===== src/rtl/mem_pkg.sv =====
// ============================================================================
// Module  : mem_pkg
// Purpose : Shared state encoding, default widths and bank-select helper for
//           the data-RAM request controllers.
// Rev     : 1.0  initial release
// ============================================================================
`default_nettype none

package mem_pkg;

    localparam int DATA_WIDTH_DEF = 16;
    localparam int ADDR_WIDTH_DEF = 10;

    localparam logic [1:0] IDLE  = 2'd0;
    localparam logic [1:0] ISSUE = 2'd1;
    localparam logic [1:0] WAIT  = 2'd2;
    localparam logic [1:0] RESP  = 2'd3;

    typedef enum logic [1:0] {
        S_IDLE  = IDLE,
        S_ISSUE = ISSUE,
        S_WAIT  = WAIT,
        S_RESP  = RESP
    } state_e;

    // The top address bit picks the bank.
    function automatic int bank_bit(input int addr_width);
        return addr_width - 1;
    endfunction

endpackage : mem_pkg

`default_nettype wire


===== src/rtl/ram_req_ctrl.sv =====
// ============================================================================
// Module  : ram_req_ctrl
// Purpose : Single-outstanding load/store front end for data-RAM port A, with
//           read-latency wait and bank-range error responses.
// Rev     : 1.0  initial release
// ============================================================================
`default_nettype none

module ram_req_ctrl
    import mem_pkg::*;
#(
    parameter int DATA_WIDTH = DATA_WIDTH_DEF,
    parameter int ADDR_WIDTH = ADDR_WIDTH_DEF,
    parameter int NUM_BANKS  = 1,
    parameter int RD_LATENCY = 1
) (
    input  logic                  clk,
    input  logic                  reset,
    input  logic                  req_valid,
    output logic                  req_ready,
    input  logic                  req_we,
    input  logic [ADDR_WIDTH-1:0] req_addr,
    input  logic [DATA_WIDTH-1:0] req_wdata,
    output logic                  rsp_valid,
    input  logic                  rsp_ready,
    output logic [DATA_WIDTH-1:0] rsp_rdata,
    output logic                  rsp_err,
    output logic [ADDR_WIDTH-1:0] ram_addr,
    output logic [DATA_WIDTH-1:0] ram_data,
    output logic                  ram_we,
    input  logic [DATA_WIDTH-1:0] ram_q
);

    generate
        if (!(NUM_BANKS == 1 || NUM_BANKS == 2)) begin : g_bad_num_banks
            $error("ram_req_ctrl: NUM_BANKS must be 1 or 2");
        end
        if (!(RD_LATENCY >= 1 && RD_LATENCY <= 3)) begin : g_bad_rd_latency
            $error("ram_req_ctrl: RD_LATENCY must be 1, 2 or 3");
        end
    endgenerate

    localparam int         BANK_BIT = bank_bit(ADDR_WIDTH);
    localparam logic [1:0] LAT_INIT = 2'(RD_LATENCY - 1);

    state_e                  state_q;
    logic                    req_ready_q;
    logic                    rsp_valid_q;
    logic [DATA_WIDTH-1:0]   rsp_rdata_q;
    logic                    rsp_err_q;
    logic [ADDR_WIDTH-1:0]   ram_addr_q;
    logic [DATA_WIDTH-1:0]   ram_data_q;
    logic                    ram_we_q;
    logic                    we_q;
    logic                    err_q;
    logic [1:0]              lat_cnt_q;

    logic                    accept_d;
    logic                    bank_ok_d;

    assign accept_d  = req_valid && req_ready_q && (state_q == S_IDLE);
    assign bank_ok_d = ({31'd0, req_addr[BANK_BIT]} < 32'(NUM_BANKS));

    // ram_we is decided at acceptance so the pulse lines up with ISSUE.
    always_ff @(posedge clk or posedge reset) begin
        if (reset) begin
            state_q     <= S_IDLE;
            req_ready_q <= 1'b0;
            rsp_valid_q <= 1'b0;
            rsp_rdata_q <= '0;
            rsp_err_q   <= 1'b0;
            ram_addr_q  <= '0;
            ram_data_q  <= '0;
            ram_we_q    <= 1'b0;
            we_q        <= 1'b0;
            err_q       <= 1'b0;
            lat_cnt_q   <= 2'd0;
        end else begin
            case (state_q)
                S_IDLE: begin
                    req_ready_q <= 1'b1;
                    if (accept_d) begin
                        we_q        <= req_we;
                        err_q       <= !bank_ok_d;
                        ram_addr_q  <= req_addr;
                        ram_data_q  <= req_wdata;
                        ram_we_q    <= req_we && bank_ok_d;
                        req_ready_q <= 1'b0;
                        state_q     <= S_ISSUE;
                    end
                end
                S_ISSUE: begin
                    ram_we_q <= 1'b0;
                    if (err_q || we_q) begin
                        rsp_rdata_q <= '0;
                        rsp_err_q   <= err_q;
                        rsp_valid_q <= 1'b1;
                        state_q     <= S_RESP;
                    end else begin
                        lat_cnt_q <= LAT_INIT;
                        state_q   <= S_WAIT;
                    end
                end
                S_WAIT: begin
                    if (lat_cnt_q == 2'd0) begin
                        rsp_rdata_q <= ram_q;
                        rsp_err_q   <= 1'b0;
                        rsp_valid_q <= 1'b1;
                        state_q     <= S_RESP;
                    end else begin
                        lat_cnt_q <= lat_cnt_q - 2'd1;
                    end
                end
                S_RESP: begin
                    if (rsp_ready) begin
                        rsp_valid_q <= 1'b0;
                        req_ready_q <= 1'b1;
                        state_q     <= S_IDLE;
                    end
                end
                default: begin
                    ram_we_q    <= 1'b0;
                    rsp_valid_q <= 1'b0;
                    req_ready_q <= 1'b0;
                    state_q     <= S_IDLE;
                end
            endcase
        end
    end

    assign req_ready = req_ready_q;
    assign rsp_valid = rsp_valid_q;
    assign rsp_rdata = rsp_rdata_q;
    assign rsp_err   = rsp_err_q;
    assign ram_addr  = ram_addr_q;
    assign ram_data  = ram_data_q;
    assign ram_we    = ram_we_q;

endmodule : ram_req_ctrl

`default_nettype wire


===== config.mk =====
export PLATFORM = sky130hd
export DESIGN_NAME = ram_req_ctrl
export DESIGN_NICKNAME = d
export VERILOG_FILES = /design/src/rtl/mem_pkg.sv /design/src/rtl/ram_req_ctrl.sv
export SDC_FILE = /design/constraint.sdc
export NUM_CORES = 1
export LEC_CHECK = 0
export CAP_MARGIN = 10
export CORE_AREA = 3 3 80 82
export CTS_CLUSTER_DIAMETER = 30
export DETAILED_ROUTE_END_ITERATION = 8
export DIE_AREA = 0 0 83 85
export PLACE_DENSITY = 0.8
export RECOVER_POWER = 25
export SETUP_SLACK_MARGIN = 0.05
export SLEW_MARGIN = 0
export SYNTH_ARGS = -nofsm -noshare
export SYNTH_HDL_FRONTEND = slang
export SYNTH_SLANG_ARGS = --single-unit

===== constraint.sdc =====
create_clock -name clk -period 3.8 [get_ports clk]
set_clock_uncertainty 0.2 [all_clocks]
set_input_delay 0.38 -clock clk [delete_from_list [all_inputs] [get_ports clk]]
set_output_delay 0.38 -clock clk [all_outputs]
set_load 0.05 [all_outputs]

### Word level (Yosys, flattened, before mapping)

Cells that the tools add are included.

| cells by class | value |
|---|---|
| equality and inequality tests | 9 |
| multiplexer cells | 23 |
| reduce and logical (&&, ||, !) cells | 18 |
| $add $sub $neg | 1 |
| order comparisons | 1 |

Operator list:

| cell | number |
|---|---|
| $mux W16 | 2 |
| $pmux W16 S2 | 1 |
| $ne A2 B2 Y1 const B | 6 |
| $mux W2 | 5 |
| $mux W1 | 9 |
| $reduce_and A3 Y1 | 3 |
| $pmux W2 S4 | 1 |
| $pmux W1 S2 | 3 |
| $reduce_and A2 Y1 | 3 |
| $reduce_bool A2 Y1 | 3 |
| $eq A2 B2 Y1 const B | 2 |
| $logic_not A2 Y1 | 2 |
| $pmux W2 S2 | 1 |
| $reduce_and A4 Y1 | 1 |
| $logic_and A1 B1 Y1 | 3 |
| $pmux W1 S3 | 1 |
| $reduce_bool A3 Y1 | 1 |
| $eq A2 B1 Y1 const B | 1 |
| $sub A2 B1 Y2 const B | 1 |
| $logic_not A1 Y1 | 1 |
| $logic_or A1 B1 Y1 | 1 |
| $lt A1 B1 Y1 const B | 1 |

| storage, ports and cells | value |
|---|---|
| output and inout port bits | 46 |
| bits of input ports | 47 |
| register bits | 52 |

### Logic depth before layout (Yosys ltp)

Gate-level depths: netlist (run 1).

| depth | value |
|---|---|
| depth after elaboration | 4 |
| mapped depth | 7 |
| depth with buffers taken out | 5 |

### Worst setup path before layout (run 1)

Ideal clock, no wire load.

| path | value |
|---|---|
| path kind | reg-to-reg |
| from | register state_q[0] |
| to | register state_q[1] |
| arrival | 1.515 ns |
| cell stages (with the launch flop) | 6 |
| slack | 1.960 ns |
| required time | 3.475 ns |
| buffers on the path | 0 |
| clock period less this slack | 1.840 ns |
| setup time | 0.125 ns |
| cells stage by stage | dfrtp_1 > inv_1 > ha_1 > nor2b_4 > a211oi_1 > mux2_2 |

| between the ends | value |
|---|---|
| cells in the longest elaborated chain, start to end | 4 |

RTL lines:

| element | RTL line | text |
|---|---|---|
| from (decl) | ram_req_ctrl.sv:46 | `state_e state_q;` |
| from (signal assigned) | ram_req_ctrl.sv:67 | `state_q <= S_IDLE;` |
| from (signal assigned) | ram_req_ctrl.sv:89 | `state_q <= S_ISSUE;` |
| from (signal assigned) | ram_req_ctrl.sv:98 | `state_q <= S_RESP;` |
| $logic_not A2 Y1 | ram_req_ctrl.sv:61, ram_req_ctrl.sv:79 |  |
| $logic_and A1 B1 Y1 | ram_req_ctrl.sv:61 | `assign accept_d = req_valid && req_ready_q && (state_q == S_IDLE);` |
| $ne A2 B2 Y1 (no line) | -- |  |
| $reduce_and A3 Y1 (no line) | -- |  |

Parallel ways exist; a longest one is shown, timed or not.
A chain may end at the register's enable or synchronous reset.

### Final worst setup path (run 1)

| path | value |
|---|---|
| from | register state_q[0] |
| to | register rsp_rdata_q[6], in the netlist rsp_rdata[6] |

| between the ends | value |
|---|---|
| cells in the longest elaborated chain, start to end | 3 |

RTL lines:

| element | RTL line | text |
|---|---|---|
| $eq A2 B1 Y1 / $eq A2 B2 Y1 (equally long branches) | ram_req_ctrl.sv:79 | `case (state_q)` |
| $ne A2 B2 Y1 (no line) / $reduce_bool A2 Y1 (equally long branches) | -- |  |
| $reduce_and A3 Y1 (no line) | -- |  |
| to (signal assigned) | ram_req_ctrl.sv:106 | `rsp_rdata_q <= ram_q;` |
| to (decl) | ram_req_ctrl.sv:49 | `logic [DATA_WIDTH-1:0] rsp_rdata_q;` |

Parallel ways exist; a longest one is shown, timed or not.

==> summary.md, run 1 <==
| Metric | Value |
|---|---|
| Status | `finished with violations` |
| Failing checks | `max-capacitance violations, max-slew violations` |
| Max VDD drop | `0.000451 V` |
| Synth cell types | `28` |
| First-pass GRT wire length | `8.09 mm` |
| Maximum clock insertion buffer count | `2` |
| Total number of H-tree levels | `2` |
| Starting Density | `38.9%` |
| Vias per cell | `4.66` |
| Hold Vio Cnt, Final | `0` |
| Setup ws final | `1.12 ns` |
| Final WL | `4.79 mm` |
| CP required | `3.83 ns` |
| Initial DRT Pass Iterations | `4` |
| Initial antenna violation count | `0` |
| Slowest CP cell | `nor3_4` |
| Pleak | `1.45 nW` |
| Cts hold-fix bufs | `0` |
| GR Overflow Total | `0` |
| Root buffer selected by CTS | `clkbuf_8` |
| Most common cell in the synthesized netlist | `dfrtp_1` |
| Worst Hold End | `ram_data[7]` |
| Reg clk slew, reported paths | `0.09 ns` |
| Synth top cells by count | `dfrtp_1, mux2_2, inv_1` |
| Post-synth top area cell | `dfrtp_1` |
| Seq pwr share | `27.9%` |
| Worst-Margin Slew | `1.93 ns` |
| Ys Warns | `0` |
| CORE AREA | `5820 sq um` |
| Fin util | `57.4%` |
| Vias in the first global route | `1687` |
| Number of top-level pins | `93` |
| Crit share post-route | `70.5%` |
| Clock power frac | `11.7%` |
| Met3 usage | `4.85%` |
| Crit path capture type | `flop` |
| Pre-CTS WS | `1.08 ns` |
| Met2 GRT Util | `21.3%` |
| Hold Path Class | `flop to flop` |
| Gate power share | `60.4%` |
| Crit-path cells | `inv_1, ha_1, nor2_1, nor3_4, mux2i_1` |
| Internal Power | `1.77 mW` |
| Worst-path fanout max | `22` |
| Tmin final | `2.68 ns` |
| Ant. Diodes | `0` |
| Height of the die | `85 um` |
| Clock insertion delay at the later pin of the skew report | `0.30 ns` |
| Syn nets | `231` |
| Max-Slew Margin vs Limit | `-28.5%` |
| Startpoint Class | `flop` |
| R2R setup slack | `1.12 ns` |
| Post-Synthesis Cells | `177` |
| Top_reg_cell synth | `dfrtp_1` |
| Nets | `323` |
| Port Buffer Count | `92` |
| Worst EP arrival | `2.70 ns` |
| Max-cap violation count | `1` |
| Synth top area cells | `dfrtp_1, mux2_2, mux2i_1` |
| Max incr delay on CP | `0.78 ns` |
| Die ar. | `7060 sq um` |
| R2R Path End | `rsp_rdata[6]` |
| Cells on worst reg2reg path | `5` |
| EDFF count, synth | `0` |
| Die Width | `83 um` |
| CTS resizes | `0` |
| Largest net degree at the start of global routing | `52` |
| Post-synth top area share | `56.4%` |
| GR Util met1 | `19.1%` |
| Worst path depth | `5` |
| Area Overhead vs Synth | `47.6%` |
| Grt peak-use layer | `met2` |
| Ys async rst share | `100%` |
| #FFs+latches synth | `51` |
| Post-synthesis sequential area ratio | `56.4%` |
| Fmax | `0.373 GHz` |
| Syn Area/Cell | `12.8 sq um` |
| Worst path top cell family by delay | `simple AND/OR/NAND/NOR gates` |
| PwrDens | `1000 nW/um^2` |
| WL per Instance | `13.9 um` |
| Initial drt markers | `84` |
| Global placer's final weighted congestion | `0.811` |
| Final ANT Viol Nets | `0` |
| Total global-route track usage | `14.0%` |
| Sw frac | `47.2%` |
| # rows | `28` |
| Dpl hpwl | `3.49 mm` |
| Final setup violation count | `0` |
| Post-CTS Setup Bufs | `0` |
| RSZ-0062 raised after global routing | `false` |
| Total CTS buffers | `5` |
| Num Clock Sinks | `51` |
| TNS Setup | `0 ns` |
| Crit path buf inv count | `1` |
| Cell area after synthesis | `2260 sq um` |
| Worst R2R Start | `state_q[0]` |
| Remaining DRCs | `0` |
| Min-delay src | `ram_data[7]` |
| Reported net switching power | `1.58 mW` |
| Pins Over Slew Limit | `52` |
| Worst hold path cell count | `1` |
| Via count | `1608` |
| CP Class | `flop to flop` |
| CTS tree | `built` |
| Share of cells above drive strength 1 | `15.2%` |
metal layers:
layer	part of all wire, %	wire [um]
met2	45	2150
met5	0	0
met3	8.3	396
met4	1.3	64
met1	45	2170
cell families (layout without fill, tap and decap cells):
group / Yosys count / count (layout) / synth area share (%)
fa+ha+maj: 7 / 7 / 3.87
simple gates: 28 / 28 / 6.91
compound gates: 13 / 13 / 3.82
mux: 46 / 46 / 22.0
flops: 51 / 51 / 56.4
buf+inv: 32 / 125 / 7.02
through the flow:
| step | total power [mW] | std cells | instance area [sq um] | hold WS (ns) |
|---|---|---|---|---|
| 2_1_floorplan | 2.40 | 177 | 2260 | 0.306 |
| 3_3_place_gp | 2.95 | 337 | 3220 | 0.287 |
| 3_5_place_dp | 2.99 | 337 | 3220 | 0.293 |
| 4_1_cts | 3.39 | 345 | 3340 | 0.314 |
| 5_1_grt | 3.53 | 345 | 3340 | 0.326 |
| 6_report | 3.36 | 345 | 3340 | 0.311 |
how the worst max path moves through the flow:
stage	slack (ns)	from	to
after floorplan	1.96	state_q[0]	state_q[1]
after global placement	1.19	state_q[0]	rsp_rdata[2]
after detailed placement	1.08	state_q[0]	rsp_rdata[6]
after CTS	1.04	state_q[0]	rsp_rdata[6]
after global routing	0.81	state_q[0]	rsp_rdata[10]
final	1.12	state_q[0]	rsp_rdata[6]
registers in the layout (all words and copies together), names as in the netlist:
name,cells
err_q,1
ram_addr,9
ram_data,16
we_q,1
lat_cnt_q,2
rsp_rdata,16
rsp_err,1
state_q,2
rsp_valid,1
ram_we,1
req_ready,1
worst reg2reg max path, stage by stage, from the launching register on:
cell	delay (ns)
dfrtp_1	0.42
inv_1	0.13
ha_1	0.65
nor2_1	0.16
nor3_4	0.78
mux2i_1	0.28
power by group through the flow:
| stage | clock network, mW | logic [mW] | registers (mW) |
|---|---|---|---|
| 6_report | 0.392 | 2.03 | 0.935 |
| 5_1_grt | 0.420 | 2.14 | 0.971 |
| 4_1_cts | 0.405 | 2.05 | 0.938 |
| 3_5_place_dp | 0 | 2.04 | 0.949 |
| 3_3_place_gp | 0 | 2.02 | 0.936 |
| 2_1_floorplan | 0 | 0.671 | 1.73 |
cell usage in the layout, fill, tap and decap left out:
cell type | synthesis | layout
clkdlybuf4s50_1 | 0 | 91
dfrtp_1 | 51 | 51
mux2_2 | 29 | 29
inv_1 | 24 | 24
nand2_1 | 18 | 18
mux2i_1 | 17 | 17
ha_1 | 7 | 7
clkbuf_8 | 0 | 6
o21ai_0 | 5 | 5
nor3b_1 | 2 | 2
o41ai_1 | 2 | 2
nand3_1 | 1 | 1
o21ai_1 | 1 | 1
nor2b_4 | 1 | 1
a31oi_1 | 1 | 1
a41o_1 | 1 | 1
nor3b_4 | 1 | 1
nor2_1 | 1 | 1
nor3_4 | 0 | 1
nor2b_1 | 1 | 1
a211oi_1 | 1 | 1
nand3b_1 | 1 | 1
a21oi_1 | 1 | 1
and4_1 | 1 | 1
a311o_1 | 1 | 1
bufinv_16 | 0 | 1
clkinv_2 | 0 | 1
dlygate4sd3_1 | 0 | 1
buf_4 | 1 | 1
final cells by class:
| cell class | count | area [sq um] |
|---|---|---|
| multi-input combinational | 94 | 833 |
| sequential | 51 | 1280 |
| fill | 496 | 2480 |
| tap | 75 | 93.8 |
| clock buffer | 6 | 82.6 |
| clock inverter | 2 | 35.0 |
| timing repair buffer | 93 | 928 |
| inverter | 24 | 90.1 |
No activity file was read; power rests on OpenSTA's default activity.
==> run 2, diff against run 1 <==
Clock period 3.8 ns to 2.7 ns, I/O delays scaled along.
==> summary.md, run 2 (same netlist as run 1, synthesis figures left out) <==
| Metric | Value |
|---|---|
| # rows | `28 (unchanged)` |
| Hold Path Class | `flop to flop` |
| Port Buffer Count | `92 (unchanged)` |
| Number of top-level pins | `93 (unchanged)` |
| Most frequent cells in the layout | `clkdlybuf4s50_1, dfrtp_1, mux2_2` |
| Fin util | `57.2% (-0.19 points)` |
| Final ANT Viol Nets | `0 (unchanged)` |
| CP Class | `flop to output port` |
| Reg clk slew, reported paths | `0.08 ns (about the same)` |
| Initial drt markers | `54 (-36%)` |
| Crit share post-route | `77.6%` |
| Final instance area | `3330 sq um (-0.34%)` |
| Max VDD drop | `0.000640 V (+42%)` |
| Status | `complete, no violations` |
| Die Width | `83 um (unchanged)` |
| Tmin final | `2.10 ns` |
| Worst EP arrival | `1.63 ns (-1.07 ns)` |
| Area Overhead vs Synth | `47.1%` |
| Met3 usage | `4.27% (-0.58 points)` |
| Largest net degree at the start of global routing | `34 (-35%)` |
| CTS resizes | `0 (unchanged)` |
| Startpoint Class | `flop` |
| Initial DRT Pass Iterations | `4 (unchanged)` |
| Worst path top cell family by delay | `buffers and inverters` |
| Num Clock Sinks | `51 (unchanged)` |
| Height of the die | `85 um (unchanged)` |
| Final WL | `4.80 mm (+0.27%)` |
| Final setup violation count | `0 (unchanged)` |
| Remaining DRCs | `0 (unchanged)` |
| GR Overflow Total | `0 (unchanged)` |
| Total number of H-tree levels | `2 (unchanged)` |
| Total CTS buffers | `5 (unchanged)` |
| Dpl hpwl | `3.72 mm (+6.7%)` |
| PwrDens | `1380 nW/um^2 (+37%)` |
| Most common cell after layout, fill and taps aside | `clkdlybuf4s50_1` |
| Area of the multi-input gates | `833 sq um (unchanged)` |
| Fmax | `0.477 GHz` |
| Worst-path fanout max | `5 (-77%)` |
| Post-CTS Setup Bufs | `0 (unchanged)` |
| Root buffer selected by CTS | `clkbuf_8` |
| Share of cells above drive strength 1 | `15.4% (+0.20 points)` |
| Post-DP Area | `3260 sq um (+1.2%)` |
| CORE AREA | `5820 sq um (unchanged)` |
| RSZ-0062 raised after global routing | `false` |
| Final non-filler cell total | `348 (+0.87%)` |
| WL per Instance | `13.8 um (-0.59%)` |
| Crit-path cells | `clkdlybuf4s50_1` |
| Clock insertion delay at the later pin of the skew report | `0.28 ns (-0.02 ns)` |
| Die ar. | `7060 sq um (unchanged)` |
| Cts hold-fix bufs | `0 (unchanged)` |
| Max-Slew Margin vs Limit | `15.1% (+44 points)` |
| Pleak | `1.45 nW (-0.26%)` |
| Grt peak-use layer | `met2` |
| Pins Over Slew Limit | `0 (-100%)` |
| Hold Vio Cnt, Final | `0 (unchanged)` |
| TNS Setup | `0 ns (unchanged)` |
| Crit path buf inv count | `1 (unchanged)` |
| GR Util met1 | `18.1% (-1.0 points)` |
| Maximum clock insertion buffer count | `2 (unchanged)` |
| Placed cell count | `342 (+1.5%)` |
| Ant. Diodes | `0 (unchanged)` |
| Crit path capture type | `output port` |
| CP required | `2.23 ns (-1.60 ns)` |
| Max incr delay on CP | `0.87 ns (+0.09 ns)` |
| Pre-CTS WS | `0.658 ns (-0.421 ns)` |
| CTS tree | `built` |
| Setup ws final | `0.604 ns (-0.518 ns)` |
| Global placer's final weighted congestion | `0.780 (-3.9%)` |
| Nets | `328 (+1.5%)` |
| Met2 GRT Util | `23.2% (+1.9 points)` |
| Via count | `1599 (-0.56%)` |
| Total global-route track usage | `14.0% (+0.045 points)` |
| Starting Density | `38.9% (unchanged)` |
| Vias per cell | `4.59 (-1.4%)` |
| Vias in the first global route | `1774 (+5.2%)` |
| Worst-Margin Slew | `1.27 ns (-0.654 ns)` |
| Sequential cell area | `1280 sq um (unchanged)` |
| Slowest CP cell | `clkdlybuf4s50_1` |
| Max-cap violation count | `0 (-1)` |
| Initial antenna violation count | `0 (unchanged)` |
| Filler cells | `523 (+5.4%)` |
| First-pass GRT wire length | `8.16 mm (+0.85%)` |
==> run 2: report_power, final <==
part | total [mW] | internal (mW) | switching [mW]
clock network | 0.391 | 0.173 | 0.218
logic | 2.88 | 1.10 | 1.79
registers | 1.32 | 1.12 | 0.201
==> run 2: stage by stage <==
step | hold WS, ns | power, mW
final | 0.307 | 4.59
after global routing | 0.321 | 4.86
after CTS | 0.237 | 4.65
after detailed placement | 0.292 | 4.24
after global placement | 0.287 | 4.19
after floorplan | 0.208 | 3.38
==> run 2: path summary, 6_finish.rpt <==
path / startpoint / cells past startpoint / to / slack [ns]
worst max-delay path: err_q / 1 / ram_addr[9] / 0.60
worst min-delay path: ram_data[15] / 1 / ram_data[15] / 0.31
worst max register to register: state_q[0] / 5 / state_q[1] / 0.65
worst min register to register: ram_data[15] / 1 / ram_data[15] / 0.31
max in group asynchronous: reset / 3 / req_ready / 0.75
min in group asynchronous: reset / 2 / ram_data[9] / 0.56
==> run 2: worst reg2reg max path, delay by kind of cell, from the launching register on <==
family,cells,cell delay (ns)
flops,1,0.40
mux,1,0.38
compound gates,1,0.36
fa+ha+maj,1,0.31
simple gates,1,0.19
buf+inv,1,0.10
==> run 2: final cells by class <==
cell class / count / area share (%)
timing repair buffer: 98 / 28.9
inverter: 24 / 2.71
tap: 75 / 2.82
sequential: 51 / 38.3
clock buffer: 6 / 2.18
multi-input combinational: 94 / 25.0
==> run 2: routing by layer <==
layer | up-vias | routed length [um] | share of wire, %
li1 | 776 | - | -
met1 | 750 | 2080 | 43
met2 | 66 | 2320 | 48
met3 | 7 | 332 | 6.9
met4 | 0 | 59 | 1.2
met5 | - | 0 | 0
